$ cat config.mk
export PLATFORM = sky130hd
export DESIGN_NAME = pll_lock_reset_seq
export DESIGN_NICKNAME = d
export VERILOG_FILES = /design/src/rtl/pll_lock_reset_seq.sv
export SDC_FILE = /design/constraint.sdc
export NUM_CORES = 1
export LEC_CHECK = 0
export ABC_AREA = 0
export CORE_MARGIN = 2
export CORE_UTILIZATION = 51
export CTS_BUF_LIST = sky130_fd_sc_hd__clkbuf_16
export DETAILED_ROUTE_END_ITERATION = 10
export PLACE_DENSITY = 0.75
export SYNTH_ARGS = -nofsm -noshare
export SYNTH_HDL_FRONTEND = slang
export SYNTH_SLANG_ARGS = --single-unit
$ cat constraint.sdc
create_clock -name clk -period 2.3 [get_ports clk]
set_input_delay 0.575 -clock clk [delete_from_list [all_inputs] [get_ports clk]]
set_output_delay 0.575 -clock clk [all_outputs]
set_load 0.03 [all_outputs]
$ cat src/rtl/pll_lock_reset_seq.sv
// pll_lock_reset_seq
//   Reset sequencer for the ECP5 EHXPLLL. Runs on the 25 MHz reference clock,
//   which is alive before the PLL locks. It pulses the PLL RST pin, waits for
//   lock, and requires LOCK_HOLD consecutive locked cycles before it releases
//   the system reset. Loss of lock in run puts the system back into reset
//   without re-pulsing the PLL. If lock never arrives, the PLL is re-pulsed
//   every LOCK_TIMEOUT cycles.
// Ports
//   clk           25 MHz reference clock (same net as the PLL input)
//   rst           synchronous active-high reset
//   pll_locked    raw PLL LOCK; asynchronous to clk
//   soft_rst      one-cycle request for a full PLL reset sequence
//   pll_rst       PLL RST pin drive, active high
//   rst_out       synchronous active-high system reset source
//   ready         high exactly while in S_RUN (always ~rst_out)
//   lock_lost_cnt lock losses seen in S_RUN, saturating at 255
module pll_lock_reset_seq #(
  parameter int SYNC_STAGES   = 2,
  parameter int PLLRST_CYCLES = 16,
  parameter int LOCK_HOLD     = 1024,
  parameter int LOCK_TIMEOUT  = 65536
) (
  input  logic       clk,
  input  logic       rst,
  input  logic       pll_locked,
  input  logic       soft_rst,
  output logic       pll_rst,
  output logic       rst_out,
  output logic       ready,
  output logic [7:0] lock_lost_cnt
);

  localparam int MAX_AB = (PLLRST_CYCLES > LOCK_HOLD) ? PLLRST_CYCLES : LOCK_HOLD;
  localparam int MAX_C  = (MAX_AB > LOCK_TIMEOUT) ? MAX_AB : LOCK_TIMEOUT;
  localparam int CW     = $clog2(MAX_C) + 1;

  localparam logic [CW-1:0] PR_LAST = CW'(PLLRST_CYCLES - 1);
  localparam logic [CW-1:0] LH_LAST = CW'(LOCK_HOLD - 1);
  localparam logic [CW-1:0] TO_LAST = CW'(LOCK_TIMEOUT - 1);

  typedef enum logic [1:0] {
    S_PLLRST    = 2'd0,
    S_WAIT_LOCK = 2'd1,
    S_STABLE    = 2'd2,
    S_RUN       = 2'd3
  } state_t;

  state_t                 state;
  logic [CW-1:0]          cnt;
  logic [SYNC_STAGES-1:0] sync_q;
  logic                   locked_s;

  // Plain flop chain: the only logic that ever sees pll_locked.
  always_ff @(posedge clk) begin
    if (rst) sync_q <= '0;
    else     sync_q <= {sync_q[SYNC_STAGES-2:0], pll_locked};
  end

  assign locked_s = sync_q[SYNC_STAGES-1];

  always_ff @(posedge clk) begin
    if (rst) begin
      state         <= S_PLLRST;
      cnt           <= '0;
      pll_rst       <= 1'b1;
      rst_out       <= 1'b1;
      ready         <= 1'b0;
      lock_lost_cnt <= 8'd0;
    end else begin
      // A lock loss in run is counted even when soft_rst wins the transition.
      if (state == S_RUN && !locked_s && lock_lost_cnt != 8'hFF)
        lock_lost_cnt <= lock_lost_cnt + 8'd1;

      if (soft_rst) begin
        state   <= S_PLLRST;
        cnt     <= '0;
        pll_rst <= 1'b1;
        rst_out <= 1'b1;
        ready   <= 1'b0;
      end else begin
        case (state)
          S_PLLRST: begin
            if (cnt == PR_LAST) begin
              state   <= S_WAIT_LOCK;
              cnt     <= '0;
              pll_rst <= 1'b0;
            end else begin
              cnt <= cnt + CW'(1);
            end
          end
          S_WAIT_LOCK: begin
            if (locked_s) begin
              state <= S_STABLE;
              cnt   <= '0;
            end else if (cnt == TO_LAST) begin
              state   <= S_PLLRST;
              cnt     <= '0;
              pll_rst <= 1'b1;
            end else begin
              cnt <= cnt + CW'(1);
            end
          end
          S_STABLE: begin
            // Any dropout restarts the hold window from scratch.
            if (!locked_s) begin
              state <= S_WAIT_LOCK;
              cnt   <= '0;
            end else if (cnt == LH_LAST) begin
              state   <= S_RUN;
              cnt     <= '0;
              rst_out <= 1'b0;
              ready   <= 1'b1;
            end else begin
              cnt <= cnt + CW'(1);
            end
          end
          S_RUN: begin
            if (!locked_s) begin
              state   <= S_WAIT_LOCK;
              cnt     <= '0;
              rst_out <= 1'b1;
              ready   <= 1'b0;
            end
          end
          default: begin
            state   <= S_PLLRST;
            cnt     <= '0;
            pll_rst <= 1'b1;
            rst_out <= 1'b1;
            ready   <= 1'b0;
          end
        endcase
      end
    end
  end

endmodule
==> impl_metrics.env, run 1 <==
export IMPL_status="completed"
export IMPL_clk_pin_slew_ns=0.05
export IMPL_syn_to_final_growth_pct=32.0
export IMPL_synth_fa_ha_area_frac=0.0670
export IMPL_ant_nets=0
export IMPL_ff2ff_setup_slack_ns=0.01
export IMPL_r2r_cells=10
export IMPL_grt_overflow=0
export IMPL_dieArea_mm2=0.00377
export IMPL_drive_gt1_frac=0.198
export IMPL_synth_simple_gate_area_share=0.251
export IMPL_final_period_utilization=0.994
export IMPL_rows=20
export IMPL_placedCellCount=258
export IMPL_die_y_um=61.4
export IMPL_cp_startpoint="cnt[4]"
export IMPL_ir_drop_uv=419
export IMPL_nets=240
export IMPL_maxCapViolCount=0
export IMPL_p_total_uw=1200
export IMPL_p_leak_uw=0.000784
export IMPL_fmax_mhz=437
export IMPL_grt_pass1_vias=1456
export IMPL_crit_arrival_ns=2.48
export IMPL_synthMuxAreaShare=0.0179
export IMPL_vias_per_cell=5.69
export IMPL_portBuffers=14
export IMPL_synth_area_leader_cell="dfxtp_1"
export IMPL_clk_path_buf_depth=2
export IMPL_synth_top_family_by_area="simple AND/OR/NAND/NOR gates"
export IMPL_routed_wl_um=3910
export IMPL_vias=1542
export IMPL_slowest_stage="or3b_4"
export IMPL_worstPathMaxFanout=6
export IMPL_fin_crit_ns=2.29
export IMPL_antenna_found_initial=0
export IMPL_hp_class="register to register"
export IMPL_cts_root_buf="clkbuf_16"
export IMPL_fin_ws_ns=0.0130
export IMPL_slew_headroom=0.492
export IMPL_core_area_mm2=0.00310
export IMPL_crit_type="register to register"
export IMPL_start_util=0.542
export IMPL_synth_xor_xnor_area_share=0.0834
export IMPL_instances_no_fill=271
export IMPL_finalSetupViolCount=0
export IMPL_seq_area_frac_synth=0.381
export IMPL_cts_max_level=2
export IMPL_crit_chain="and4_1 -> and3_4 -> nand4_1 -> inv_2 -> ha_4 -> or3b_4 -> a21o_1 -> a31oi_4 -> o31ai_4 -> nor2_1"
export IMPL_numCtsBuffers=5
export IMPL_dr_pass1_iters=4
export IMPL_dp_slack_ns=-0.279
export IMPL_tritoncts="yes"
export IMPL_cp_start_kind="register"
export IMPL_grt_use_total=0.240
export IMPL_grt_pass1_wl_um=6490
export IMPL_drt_wirelength_per_cell_um=14.4
export IMPL_clk_latency_ns=0.27
export IMPL_ys_warn_count=0
export IMPL_syn_mean_instance_area_um2=8.80
export IMPL_power_per_cell_area_mw_per_mm2=539
export IMPL_hold_ws_ns=0.455
export IMPL_r2r_end="cnt[12]"
export IMPL_endpoint_kind="register"
export IMPL_finalHoldViolCount=0
export IMPL_syn_nets=204
export IMPL_synthArstFlopShare=0
export IMPL_worstPathRequired_ns=2.50
export IMPL_synth_edf_count=0
export IMPL_syn_inst=191
export IMPL_slowest_delay_ns=0.37
export IMPL_drc=0
export IMPL_rsz0062_at_grt="true"
export IMPL_fin_worst_skew_ns=0.00321
export IMPL_syn_area_mm2=0.00168
export IMPL_synth_top_cell_area_share=0.381
export IMPL_yosys_most_used_dff="dfxtp_1"
export IMPL_hpwl_um=2650
export IMPL_dieWidth_um=61.4
export IMPL_r2r_start="cnt[4]"
export IMPL_slew_violations=0
export IMPL_clock_sinks=32
export IMPL_crit_end="cnt[12]"
export IMPL_synth_area_leaders="dfxtp_1, ha_1, xor2_1"
export IMPL_gp_congestion=0.793
export IMPL_synth_seq_cells=32
export IMPL_cp_top_family="simple AND/OR/NAND/NOR gates"
export IMPL_path_depth=10
export IMPL_worst_slew_pin_slew_ns=0.760
export IMPL_initialDrtViolationCount=76
export IMPL_synth_cell_types=46
export IMPL_antenna_cells=0
export IMPL_ios=15
export IMPL_synth_compound_area_frac=0.159
export IMPL_crit_buf_inv=1
export IMPL_grt_max_degree=12
export IMPL_fin_util=0.715
## through the flow
stage / cell area, um^2 / TNS [ns]
after floorplan: 1700 / -0.0486
after global placement: 1980 / -0.462
after detailed placement: 1980 / -2.70
after CTS: 2170 / -0.0289
after global routing: 2220 / -0.400
final: 2220 / 0
## power by group
part | leakage [uW] | total [uW] | switching [uW] | internal [uW]
combinational | 0.000459 | 32.8 | 17.1 | 15.7
clock | 0.0000648 | 601 | 215 | 386
sequential | 0.000260 | 563 | 3.72 | 559
## cells in the final DEF (no fill, tap or decap), types with 2 or more instances in the layout
master           netlist  routed
buf_4                  4      22
o21ai_0                4       4
xor2_1                12      12
a31oi_4                1       2
ha_1                   9       7
dfxtp_1               32      29
clkbuf_16              0       5
o22ai_1                2       2
dfxtp_2                0       3
nor3_1                 3       3
xnor2_1                4       4
and3_4                 0       4
nor3b_1                2       2
o211ai_1               3       3
nand3_1                8       8
a21oi_1                7       7
nor2b_1                5       5
nor2_1                26      26
inv_1                  6       5
nor4_1                 2       2
o31ai_4                0       2
clkinv_1               0       2
nand2_1               16      16
a31oi_1                2       2
clkdlybuf4s50_1        0      14
and3_1                 6       2
mux2i_1                3       3
ha_4                   0       2
nand4_1                8       8
## Yosys cell counts, types with 4 or more instances
cell / instances
o21ai_0: 4
nand4_1: 8
dfxtp_1: 32
xor2_1: 12
nand2_1: 16
buf_4: 4
inv_1: 6
xnor2_1: 4
nand3_1: 8
nor2b_1: 5
a21oi_1: 7
and3_1: 6
nor2_1: 26
ha_1: 9
## kinds of logic (layout without fill, tap and decap cells)
group / after synthesis / count (layout)
AO/OA/AOI/OAI: 33 / 34
XOR/XNOR: 16 / 16
adder cells (fa/ha/maj): 9 / 9
buffers and inverters: 14 / 49
flip-flops: 32 / 32
multiplexers: 3 / 3
AND/OR/NAND/NOR: 84 / 84
## worst register-to-register path, stage by stage (launching register included)
cell and delay (ns):
dfxtp_1 0.31, and4_1 0.22, and3_4 0.19, nand4_1 0.12
inv_2 0.06, ha_4 0.16, or3b_4 0.37, a21o_1 0.20
a31oi_4 0.29, o31ai_4 0.13, nor2_1 0.17
## worst min path at each step
stage                   start        end  slack, ns  depth (start not counted)
floorplan           sync_q[0]  sync_q[1]       0.41                          1
global placement    sync_q[0]  sync_q[1]       0.43                          1
detailed placement  sync_q[0]  sync_q[1]       0.45                          1
CTS                 sync_q[0]  sync_q[1]       0.46                          1
global route        sync_q[0]  sync_q[1]       0.47                          1
finish              sync_q[0]  sync_q[1]       0.46                          1
## registers in the layout (all words and copies together) (netlist names)
name / flops
cnt: 17
lock_lost_cnt: 8
state: 2
sync_q: 2
pll_rst: 1
ready: 1
rst_out: 1
## layout make-up
type,count,area [um^2]
Timing Repair Buffer,36,305
Multi-Input combinational cell,146,1060
Sequential cell,32,644
Clock buffer,5,125
Tap cell,44,55.1
Fill cell,257,885
Clock inverter,2,7.51
Inverter,6,22.5
## repair_timing
action	4_1_cts	5_1_grt
gates cloned	1	0
resized for setup	7	4
pin swaps	6	10
endpoints found under the setup margin	12	18
hold buffers	0	0
setup buffers	2	3
## metal layers
| layer | vias to the layer above | share of wire | global-route usage |
|---|---|---|---|
| li1 | 752 | - | - |
| met1 | 743 | 0.42 | 0.274 |
| met2 | 35 | 0.51 | 0.407 |
| met3 | 12 | 0.045 | 0.0630 |
| met4 | 0 | 0.029 | 0.134 |
| met5 | - | 0 | 0 |
Note: power is estimated with default switching activity, not from simulation.
==> run 2, diff against run 1 <==
--- a/config.mk
+++ b/config.mk
@@ -10,7 +10,7 @@
 export CORE_UTILIZATION = 51
 export CTS_BUF_LIST = sky130_fd_sc_hd__clkbuf_16
 export DETAILED_ROUTE_END_ITERATION = 10
-export PLACE_DENSITY = 0.75
+export PLACE_DENSITY = 0.84
 export SYNTH_ARGS = -nofsm -noshare
 export SYNTH_HDL_FRONTEND = slang
 export SYNTH_SLANG_ARGS = --single-unit
==> run 2 against run 1 <==
Compared with the run above: utilization barely moved; register-to-register slack improved by 0.06 ns; critical path depth rose by 1; combinational power fell by 10%; sequential share of layout area rose by 0.096 points; die area did not move; clock skew rose by 0.0011 ns.
==> impl_metrics.env, run 2 (synthesized netlist as in run 1, its figures left out) <==
export IMPL_status="completed"
export IMPL_largest_register="cnt"
export IMPL_core_area_mm2=0.00310
export IMPL_drc=0
export IMPL_fmax_mhz=448
export IMPL_clk_path_buf_depth=2
export IMPL_grt_overflow=0
export IMPL_antenna_cells=0
export IMPL_dieWidth_um=61.4
export IMPL_clk_latency_ns=0.28
export IMPL_rows=20
export IMPL_final_period_utilization=0.970
export IMPL_ant_nets=0
export IMPL_vias_per_cell=5.53
export IMPL_finalSetupViolCount=0
export IMPL_cts_max_level=2
export IMPL_hp_class="register to register"
export IMPL_place_area_mm2=0.00201
export IMPL_syn_to_final_growth_pct=32.1
export IMPL_p_leak_uw=0.000809
export IMPL_clk_pin_slew_ns=0.05
export IMPL_gp_congestion=0.862
export IMPL_hpwl_um=2580
export IMPL_rsz0062_at_grt="true"
export IMPL_die_y_um=61.4
export IMPL_grt_pass1_wl_um=6150
export IMPL_layout_commonest_cell="dfxtp_1"
export IMPL_tritoncts="yes"
export IMPL_grt_use_total=0.224
export IMPL_initialDrtViolationCount=93
export IMPL_dr_pass1_iters=4
export IMPL_drive_gt1_frac=0.209
export IMPL_ios=15
export IMPL_layout_common_cells="dfxtp_1, nor2_1, buf_4, nand2_1, clkdlybuf4s50_1"
export IMPL_endpoint_kind="register"
export IMPL_min_from="sync_q[0]"
export IMPL_largest_reg_flops=17
export IMPL_postCtsHoldBufs=0
export IMPL_clock_sinks=32
export IMPL_nets=242
export IMPL_drt_wirelength_per_cell_um=13.5
export IMPL_cp_startpoint="cnt[10]"
export IMPL_portBuffers=14
export IMPL_crit_arrival_ns=2.43
export IMPL_crit_type="register to register"
export IMPL_vias=1514
export IMPL_fin_worst_skew_ns=0.00429
export IMPL_fin_util=0.715
export IMPL_finalHoldViolCount=0
export IMPL_worstPathMaxFanout=4
export IMPL_start_util=0.542
export IMPL_fin_area_mm2=0.00222
export IMPL_routed_wl_um=3690
export IMPL_slew_violations=0
export IMPL_worst_slew_pin_slew_ns=0.531
export IMPL_antenna_found_initial=0
export IMPL_power_per_cell_area_mw_per_mm2=540
export IMPL_largest_registers="cnt: 17 flops, lock_lost_cnt: 8 flops"
export IMPL_maxCapViolCount=0
export IMPL_numCtsBuffers=5
export IMPL_cts_root_buf="clkbuf_16"
export IMPL_cp_start_kind="register"
export IMPL_ir_drop_uv=401
export IMPL_worstPathRequired_ns=2.50
export IMPL_grt_max_degree=13
export IMPL_slew_headroom=0.644
export IMPL_r2r_start="cnt[10]"
export IMPL_dieArea_mm2=0.00377
export IMPL_fin_crit_ns=2.23
export IMPL_grt_pass1_vias=1467
## run 2: worst paths after layout
kind	to	slack (ns)	depth (start not counted)
worst min-delay path	sync_q[1]	0.43	1
worst max-delay path	cnt[4]	0.07	11
worst max register to register	cnt[4]	0.07	11
worst min register to register	sync_q[1]	0.43	1
## run 2: power by group
part           switching (uW)  total [uW]  internal, uW
sequential               3.50         563           559
clock                     219         607           387
combinational            15.0        29.4          14.4
## run 2: per-layer routing
layer | track usage | vias to the layer above | share of wire
met5 | 0 | - | 0
met4 | 0.109 | 0 | 0.022
met3 | 0.0567 | 9 | 0.036
met2 | 0.413 | 30 | 0.51
li1 | - | 756 | -
met1 | 0.236 | 719 | 0.43
## run 2: metrics by stage
step	setup WS (ns)	instances	power, uW	TNS [ns]	hold slack (ns)
finish	0.0694	274	1200	0	0.430
global route	-0.0544	274	1230	-0.196	0.484
CTS	-0.0129	271	1210	-0.0129	0.432
detailed placement	-0.0880	263	600	-0.311	0.420
global placement	0.0274	263	600	0	0.424
floorplan	-0.00953	191	589	-0.0486	0.414
## run 2: layout make-up
class	count	area, um^2
repair buffers	39	332
clock buffers	5	125
well taps	44	55.1
multi-input cells	145	1030
clock inverters	3	11.3
flip-flops and latches	32	647
inverters	6	22.5
fillers	241	883
## run 2: critical path, cell delays in order, from the launching register on
cell and delay [ns]:
dfxtp_1 0.31, and3_4 0.18, and3_4 0.18, nand4_1 0.10, inv_1 0.06, ha_2 0.18
or3b_4 0.38, a21o_1 0.21, a31oi_4 0.20, buf_6 0.14, o22ai_1 0.08, a21oi_1 0.14
## run 2: timing repair
action / CTS / global route
gates cloned: 0 / 0
resized for setup: 2 / 9
buffers inserted: 0 / 3
setup endpoints to repair: 12 / 16
pin swaps: 1 / 9
